==> config.mk <==
export PLATFORM = sky130hd
export DESIGN_NAME = sd_cmd_tx
export DESIGN_NICKNAME = d
export VERILOG_FILES = /design/src/rtl/sd_pkg.sv /design/src/rtl/sd_cmd_tx_crc7.sv /design/src/rtl/sd_cmd_tx.sv
export SDC_FILE = /design/constraint.sdc
export NUM_CORES = 1
export LEC_CHECK = 0
export ABC_AREA = 1
export CAP_MARGIN = 20
export CORE_AREA = 5 5 58 111
export CTS_CLUSTER_DIAMETER = 50
export DETAILED_ROUTE_END_ITERATION = 10
export DIE_AREA = 0 0 63 116
export PLACE_DENSITY = 0.77
export SETUP_SLACK_MARGIN = 0.05
export SKIP_LAST_GASP = 1
export SYNTH_ARGS = -nofsm -noshare
export SYNTH_HDL_FRONTEND = slang
export SYNTH_SLANG_ARGS = --single-unit
==> constraint.sdc <==
create_clock -name iclk -period 1.62 [get_ports iclk]
set_clock_uncertainty 0.05 [all_clocks]
set_input_delay 0.162 -clock iclk [delete_from_list [all_inputs] [get_ports iclk]]
set_output_delay 0.162 -clock iclk [all_outputs]
set_load 0.01 [all_outputs]
==> src/rtl/sd_pkg.sv <==
// Shared SD command-path definitions: frame geometry, fixed header bits,
// CRC7 polynomial and the transmit FSM state encoding.
package sd_pkg;

    localparam int SD_CMD_FRAME_BITS = 48;
    localparam int SD_CMD_HDR_BITS   = 40;
    localparam int SD_CRC7_BITS      = 7;

    localparam logic SD_START_BIT = 1'b0;
    localparam logic SD_TX_BIT    = 1'b1;

    // x^7 + x^3 + 1, x^7 term implied by the shift
    localparam logic [SD_CRC7_BITS-1:0] SD_CRC7_POLY = 7'h09;

    typedef enum logic [2:0] {
        ST_IDLE,
        ST_HDR,
        ST_CRC,
        ST_END,
        ST_GAP
    } sd_cmd_state_e;

endpackage

==> src/rtl/sd_cmd_tx_crc7.sv <==
// Serial CRC7 generator with synchronous clear and unload shift-out.
// onext_msb is the MSB the register will hold after this edge.
module crc7
    import sd_pkg::*;
(
    input  logic iclk,
    input  logic iclr,
    input  logic idata,
    input  logic iunload,
    output logic onext_msb
);

    logic [SD_CRC7_BITS-1:0] crc_q;
    logic [SD_CRC7_BITS-1:0] crc_d;
    logic                    fb;

    always_comb begin
        fb    = idata ^ crc_q[SD_CRC7_BITS-1];
        crc_d = crc_q;
        if (iclr) begin
            crc_d = '0;
        end else if (iunload) begin
            crc_d = {crc_q[SD_CRC7_BITS-2:0], 1'b0};
        end else begin
            crc_d = {crc_q[SD_CRC7_BITS-2:0], 1'b0} ^ (fb ? SD_CRC7_POLY : '0);
        end
        // Lets the parent register ocmd one cycle ahead of the CRC flops
        onext_msb = crc_d[SD_CRC7_BITS-1];
    end

    always_ff @(posedge iclk) begin
        crc_q <= crc_d;
    end

endmodule

==> src/rtl/sd_cmd_tx.sv <==
// SD CMD-line frame serialiser: start, tx, index, arg, CRC7, end bit.
// Optional post-frame NCC idle gap enabled by SD_CMD_TX_NCC_EN.
//
// state | meaning
// IDLE  | waiting for istart, CRC held clear
// HDR   | shifting 40 header/argument bits, CRC accumulating
// CRC   | shifting out 7 CRC bits
// END   | driving end bit
// GAP   | NCC idle clocks before the next frame (feature build only)
module sd_cmd_tx
    import sd_pkg::*;
#(
    parameter int NCC_CYCLES = 8
) (
    input  logic        iclk,
    input  logic        irst_n,
    input  logic        istart,
    input  logic [5:0]  iindex,
    input  logic [31:0] iarg,
    output logic        obusy,
    output logic        odone,
    output logic        ocmd,
    output logic        ocmd_oe
);

`ifdef SD_CMD_TX_NCC_EN
    localparam bit NCC_EN = 1'b1;
`else
    localparam bit NCC_EN = 1'b0;
`endif

    // The IDLE cycle carrying odone counts as the last idle clock
    localparam bit       GAP_EN   = NCC_EN && (NCC_CYCLES > 1);
    localparam logic [5:0] GAP_LOAD = (NCC_CYCLES > 1) ? 6'(NCC_CYCLES - 2) : 6'd0;

    sd_cmd_state_e state_q, state_d;
    logic [SD_CMD_HDR_BITS-1:0] shreg_q, shreg_d;
    logic [5:0]  cnt_q, cnt_d;
    logic        ocmd_q, ocmd_d;
    logic        oe_q, oe_d;
    logic        busy_q, busy_d;
    logic        done_q, done_d;

    logic        crc_clr;
    logic        crc_next_bit;

    assign crc_clr = (state_q == ST_IDLE) | ~irst_n;

    crc7 u_crc7 (
        .iclk      (iclk),
        .iclr      (crc_clr),
        .idata     (shreg_q[SD_CMD_HDR_BITS-1]),
        .iunload   (state_q == ST_CRC),
        .onext_msb (crc_next_bit)
    );

    always_comb begin
        state_d = state_q;
        shreg_d = shreg_q;
        cnt_d   = cnt_q;
        done_d  = 1'b0;

        case (state_q)
            ST_IDLE: begin
                if (istart) begin
                    state_d = ST_HDR;
                    shreg_d = {SD_START_BIT, SD_TX_BIT, iindex, iarg};
                    cnt_d   = 6'(SD_CMD_HDR_BITS - 1);
                end
            end
            ST_HDR: begin
                shreg_d = {shreg_q[SD_CMD_HDR_BITS-2:0], 1'b0};
                if (cnt_q == 6'd0) begin
                    state_d = ST_CRC;
                    cnt_d   = 6'(SD_CRC7_BITS - 1);
                end else begin
                    cnt_d = cnt_q - 6'd1;
                end
            end
            ST_CRC: begin
                if (cnt_q == 6'd0) begin
                    state_d = ST_END;
                end else begin
                    cnt_d = cnt_q - 6'd1;
                end
            end
            ST_END: begin
                if (GAP_EN) begin
                    state_d = ST_GAP;
                    cnt_d   = GAP_LOAD;
                end else begin
                    state_d = ST_IDLE;
                    done_d  = 1'b1;
                end
            end
            ST_GAP: begin
                if (cnt_q == 6'd0) begin
                    state_d = ST_IDLE;
                    done_d  = 1'b1;
                end else begin
                    cnt_d = cnt_q - 6'd1;
                end
            end
            default: state_d = ST_IDLE;
        endcase

        // Outputs are registered, so they are decoded from the next state
        case (state_d)
            ST_HDR:  ocmd_d = shreg_d[SD_CMD_HDR_BITS-1];
            ST_CRC:  ocmd_d = crc_next_bit;
            default: ocmd_d = 1'b1;
        endcase
        oe_d   = (state_d == ST_HDR) || (state_d == ST_CRC) || (state_d == ST_END);
        busy_d = (state_d != ST_IDLE);
    end

    always_ff @(posedge iclk or negedge irst_n) begin
        if (!irst_n) begin
            state_q <= ST_IDLE;
            shreg_q <= '0;
            cnt_q   <= '0;
            ocmd_q  <= 1'b1;
            oe_q    <= 1'b0;
            busy_q  <= 1'b0;
            done_q  <= 1'b0;
        end else begin
            state_q <= state_d;
            shreg_q <= shreg_d;
            cnt_q   <= cnt_d;
            ocmd_q  <= ocmd_d;
            oe_q    <= oe_d;
            busy_q  <= busy_d;
            done_q  <= done_d;
        end
    end

    assign ocmd    = ocmd_q;
    assign ocmd_oe = oe_q;
    assign obusy   = busy_q;
    assign odone   = done_q;

endmodule

Word level (Yosys, flattened, before mapping)
Cells that the tools add are included.
{"block": "word_totals", "output_inout_bits": 4, "register_bits": 60, "wordCells": 53}
{"block": "classes", "n_mux": 17, "bitwise_logic": 4, "reduce_logical": 11, "add_sub_neg": 1, "eq_ne": 9}
{"cell": "40-bit one-hot mux with 2 select lines", "n": 1}
{"cell": "40-bit 2-to-1 mux", "n": 1}
{"cell": "6-bit 2-to-1 mux", "n": 3}
{"cell": "6-bit one-hot mux with 3 select lines", "n": 1}
{"cell": "7-bit 2-to-1 mux", "n": 2}
{"cell": "3-bit by 2-bit == test with 1-bit output (second input constant)", "n": 4}
{"cell": "3-bit 2-to-1 mux", "n": 4}
{"cell": "3-bit one-hot mux with 4 select lines", "n": 1}
{"cell": "7-bit bitwise XOR", "n": 1}
{"cell": "3-bit by 1-bit == test with 1-bit output (second input constant)", "n": 2}
{"cell": "6-bit zero test", "n": 1}
{"cell": "3-bit nonzero test", "n": 2}
{"cell": "6-bit by 1-bit subtractor with 6-bit output (second input constant)", "n": 1}
{"cell": "4-bit 2-to-1 mux", "n": 1}
{"cell": "2-bit != test (second input constant)", "n": 2}
{"cell": "1-bit one-hot mux with 2 select lines", "n": 2}
{"cell": "2-bit OR reduction", "n": 2}
{"cell": "3-bit == test (second input constant)", "n": 1}
{"cell": "3-bit zero test", "n": 1}
{"cell": "3-bit AND reduction", "n": 1}
{"cell": "1-bit logical OR", "n": 2}
{"cell": "2-bit AND reduction", "n": 1}
{"cell": "2-bit nonzero test", "n": 1}
{"cell": "1-bit 2-to-1 mux", "n": 1}
{"cell": "3 further kinds", "n": 3}

Longest topological paths before layout
{"block": "logic_depth", "depth_word": 6, "ltp_mapped": 9, "ltp_nobuf": 9}

By module
From an unflattened synthesis, not the netlist that was laid out.
{"block": "unflattened", "hier_cells": 361, "area_unflattened_um2": 2811.4}
{"module": "sd_cmd_tx", "cells_each": 330, "instances": 1, "area_each_um2": 2577.5, "seq_area_each_um2": 1327.5}
{"module": "crc7", "cells_each": 31, "instances": 1, "area_each_um2": 234.0, "seq_area_each_um2": 140.1}

Least setup slack after synthesis
OpenSTA, ideal clock, no wires.
{"block": "synth_path", "path_type": "register to register", "start": "register cnt_q[0]", "end": "register busy_q, in the netlist obusy", "path_buffers": 0, "required_time_ps": 1439, "stages_incl_launch_ff": 8, "arrival_time_ps": 1201, "path_slack_ps": 238, "path_cell_list": "dfrtp_1 inv_1 ha_1 nand3_2 nand2_1 nand2_1 nor2_1 nand3_1"}
{"block": "synth_via", "elab_chain_cells": 4, "word_cells_on_any_way": 6}
{"element": "from (decl)", "line_no": "sd_cmd_tx.sv:38", "rtl": "logic [5:0] cnt_q, cnt_d;"}
{"element": "from (signal assigned)", "line_no": "sd_cmd_tx.sv:129", "rtl": "cnt_q <= cnt_d;"}
{"element": "6-bit zero test *", "line_no": "sd_cmd_tx.sv:73, sd_cmd_tx.sv:81, sd_cmd_tx.sv:97"}
{"element": "3-bit 2-to-1 mux, on equally long branches", "line_no": "sd_cmd_tx.sv:97, sd_cmd_tx.sv:73, sd_cmd_tx.sv:81"}
{"element": "3-bit one-hot mux with 4 select lines *", "line_no": "sd_cmd_tx.sv:63", "rtl": "case (state_q)"}
{"element": "3-bit nonzero test *", "line_no": "sd_cmd_tx.sv:114", "rtl": "busy_d = (state_d != ST_IDLE);"}
{"element": "via busy_d", "line_no": "sd_cmd_tx.sv:41", "rtl": "logic busy_q, busy_d;"}
{"element": "to (signal assigned)", "line_no": "sd_cmd_tx.sv:132", "rtl": "busy_q <= busy_d;"}
{"element": "to (decl)", "line_no": "sd_cmd_tx.sv:41"}
Mark *: on every way through the listed nets, which the timed path passes. The rest lies on a longest branch.
A chain may end at the register's enable or synchronous reset.

Final worst setup path
{"block": "layout_path", "start": "register cnt_q[0]", "end": "register cnt_q[2]"}
{"block": "layout_via", "elab_chain_cells": 3, "word_cells_on_any_way": 7}
{"element": "6-bit by 1-bit subtractor with 6-bit output / 6-bit zero test (equally long branches)"}
{"element": "6-bit 2-to-1 mux (tied with other cells)", "line_no": "sd_cmd_tx.sv:81, sd_cmd_tx.sv:97"}
{"element": "6-bit one-hot mux with 3 select lines / 3-bit AND reduction (equally long branches)"}
Parallel ways exist; a longest one is shown, timed or not. The select of a mux whose other input is x is not followed.

==> metrics.md <==
| Metric | Value |
|---|---|
| Run status | `finished clean` |
| Cell Area, Synth | `2790 um2` |
| Cell area power density | `1750 nW/um2` |
| Starting Density | `approximately 51%` |
| CTS Buffer Depth | `2` |
| DR WL/cell | `approximately 14 um` |
| Maximum VDD drop | `~1200 uV` |
| Die width | `~63 um` |
| Clock latency on the worst-skew pair | `0.34 ns` |
| Finished Cell Area | `roughly 3600 um2` |
| Chip height | `116 um` |
| Post-layout util | `between 60% and 70%` |
| Pleak | `1.76 nW` |
| DRT Pass-1 Iters | `4` |
| Largest net degree at the start of global routing | `48` |
| IO buf count | `44` |
| GR peak layer | `met2` |
| Crit path buf inv count | `2` |
| Seq/Total Area, Yosys | `between 50% and 60%` |
| Fin crit period | `around 1.5 ns` |
| Synth top area cells | `dfrtp_1, nand2_1, nand3_1` |
| Post-Syn Instances | `~360` |
| Placed inst area | `3370 um2` |
| Worst Path Max Fanout | `6` |
| Maximum clock rate | `682 MHz` |
| Floorplan row count | `38` |
| Worst rel slew slack | `60.3%` |
| Clk slew on worst S/H paths | `0.07 ns` |
| Antenna diode count | `0` |
| Setup Slack @ Placement | `around 0.10 ns` |
| Max-Cap Viols | `0` |
| Die ar. | `7310 um2` |
| Met2 usage | `32.2%` |
| Vias in the first global route | `~2600` |
| First-pass GRT wire length | `approximately 11 mm` |
| Final setup fails | `0` |
| Clock Sinks | `60` |
| YS warnings | `0` |
| Met1 Usage GRT | `between 20% and 30%` |
| Area growth syn-to-layout | `30.6%` |
| Initial drt markers | `around 110` |
| Syn_nets | `400` |
| CTS Buf Count | `9` |
| Tot GR Track Use | `approximately 19%` |
| Worst path max stage delay | `around 0.38 ns` |
| GP Congestion | `about 0.90` |
| Worst-Margin Slew | `between 0.5 and 0.6 ns` |
| CORE AREA | `5470 um2` |
| Hold Fails Final Rpt | `0` |
| RSZ-0062 raised after global routing | `yes` |
| CTS H-tree depth | `3` |
| Fin nets | `about 460` |
| Synth area leader | `dfrtp_1` |
| Fillers | `~470` |
| Distinct cells, synth | `23` |
| Vias per std cell | `roughly 5.4` |
| Met3 usage in global routing | `between 2 and 2.5%` |
| GR Overflow Total | `0` |
| Post-Syn Area per Cell | `between 7 and 8 um2` |
| Post-CTS Repair Setup Buffers | `0` |
| Worst EP required | `~1.8 ns` |
| Setup WS post-layout | `between 0.15 and 0.2 ns` |
| Hold_ws | `roughly 0.15 ns` |
| Share of cells above drive strength 1 | `between 10% and 20%` |
| Register area | `about 1500 um2` |
| Fin. max-slew vios | `0` |
| CP Launch Type | `flop` |
| Top cell type's share of synthesized area | `between 40% and 50%` |
| Final TNS setup | `0 ns` |
| CP top delay family | `flip-flops` |
| CTS tree | `yes` |
| Crit-path slowest cell | `dfrtp_1` |
| Endpoint type of the worst setup path | `flop` |
| Remaining DRCs | `0` |
| Final antenna-violating net count | `0` |
| Footprint of the multi-input gates | `around 1200 um2` |
| Arrival @ worst endpoint | `1.64 ns` |
| Drt total wl | `~6.5 mm` |
| DR vias | `between 2000 and 3000` |
| Initial antenna violation count | `0` |
| Crit-path cells | `inv_1 > buf_4 > ha_2 > xnor2_2 > nand2_1 > nand2_1 > nand3_1 > nand2_1 > nand2_1` |
| WS Path Type | `reg -> reg` |
| Hpwl dp | `around 4.6 mm` |
| CTS Root Buffer Type | `clkbuf_8` |
| Period utilization | `approximately nine tenths` |
| I/O Pins | `45` |
| CP most frequent cell | `nand2_1` |
| Synth Register Bits | `60` |
| Min-delay worst type | `in -> async` |
worst paths after layout:
| path | slack (ns) | start | to | cells past startpoint |
|---|---|---|---|---|
| worst min register to register | 0.36 | u_crc7.crc_q[3]$_SDFF_PP0_ | u_crc7.crc_q[4]$_SDFF_PP0_ | 2 |
| worst max register to register | 0.15 | cnt_q[0]$_DFFE_PN0P_ | cnt_q[2]$_DFFE_PN0P_ | 9 |
| max in group asynchronous | 0.51 | irst_n | state_q[0]$_DFF_PN0_ | 3 |
| worst min-delay path | 0.15 | irst_n | shreg_q[10]$_DFFE_PN0P_ | 2 |
| worst max-delay path | 0.15 | cnt_q[0]$_DFFE_PN0P_ | cnt_q[2]$_DFFE_PN0P_ | 9 |
| min in group iclk | 0.35 | iarg[17] | shreg_q[17]$_DFFE_PN0P_ | 3 |
sequential cells by signal, summed over array words and instances, names as in the netlist:
signal,cells
state_q,3
ocmd_oe,1
cnt_q,6
obusy,1
shreg_q,40
ocmd,1
u_crc7.crc_q,7
odone,1
timing repair:
| action | CTS | global route |
|---|---|---|
| hold endpoints to repair | 6 | 0 |
| endpoints found under the setup margin | 1 | 9 |
| pin swaps | 0 | 1 |
| gates cloned | 0 | 0 |
| gates resized for setup | 1 | 14 |
| hold buffers | 1 | 0 |
logic make-up (layout without fill, tap and decap cells):
group / after synthesis / in the layout / share of synthesized area (%)
buffers and inverters: 41 / 103 / 6.19
adder cells (fa/ha/maj): 2 / 2 / 0.897
XOR/XNOR: 2 / 2 / 0.628
AO/OA/AOI/OAI: 10 / 10 / 2.15
AND/OR/NAND/NOR: 242 / 242 / 37.5
flip-flops: 60 / 60 / 52.6
per-stage QoR:
stage / std cells / power (mW)
2_1_floorplan: 357 / 4.05
3_3_place_gp: 462 / 4.78
3_5_place_dp: 462 / 4.85
4_1_cts: 479 / 6.33
5_1_grt: 479 / 6.91
6_report: 479 / 6.37
routing by layer:
| metal | share of wire, % | routed length (um) |
|---|---|---|
| met5 | 0 | 0 |
| met4 | 3.6 | 232 |
| met3 | 3.8 | 244 |
| met2 | 54 | 3530 |
| met1 | 38 | 2490 |
final cells by class:
| class | instances | share of cell area [%] |
|---|---|---|
| multi-input combinational | 256 | 32.9 |
| inverter | 25 | 2.64 |
| clock inverter | 3 | 1.17 |
| tap | 60 | 2.06 |
| timing repair buffer | 62 | 16.0 |
| clock buffer | 13 | 4.91 |
| sequential | 60 | 40.3 |
layout by cell type (no fill, tap or decap), types with 2 or more instances in the layout:
| master | count |
|---|---|
| nor2_4 | 3 |
| o21ai_1 | 2 |
| nand2_2 | 4 |
| o211ai_1 | 4 |
| dfrtp_1 | 51 |
| nand3_1 | 85 |
| inv_2 | 2 |
| nor2_2 | 3 |
| nor2_1 | 15 |
| buf_4 | 16 |
| nand2_1 | 125 |
| ha_2 | 2 |
| inv_1 | 22 |
| nand3_2 | 2 |
| clkbuf_8 | 13 |
| o21ai_0 | 2 |
| nand4_1 | 4 |
| dfxtp_1 | 7 |
| clkdlybuf4s50_1 | 42 |
cell usage after synthesis:
library cell,n
nand2_2,2
nand2_1,127
xor2_1,1
inv_1,22
clkbuf_1,7
nor2_2,1
dfxtp_1,7
nand3_2,2
ha_1,2
o21ai_0,3
dfstp_2,1
a21oi_1,1
nand3_1,85
o21ai_1,2
inv_2,3
buf_2,6
xnor2_1,1
dfrtp_1,52
buf_4,3
nor3_1,1
nand4_1,4
o211ai_1,4
nor2_1,20
power breakdown:
group / leakage [nW] / switching, mW / internal [mW] / total (mW)
sequential: 0.719 / 0.343 / 2.11 / 2.45
clock: 0.112 / 0.568 / 0.876 / 1.44
combinational: 0.925 / 1.46 / 1.01 / 2.47
total: 1.76 / 2.37 / 4.00 / 6.37
Power figures use the tool's default switching activity.
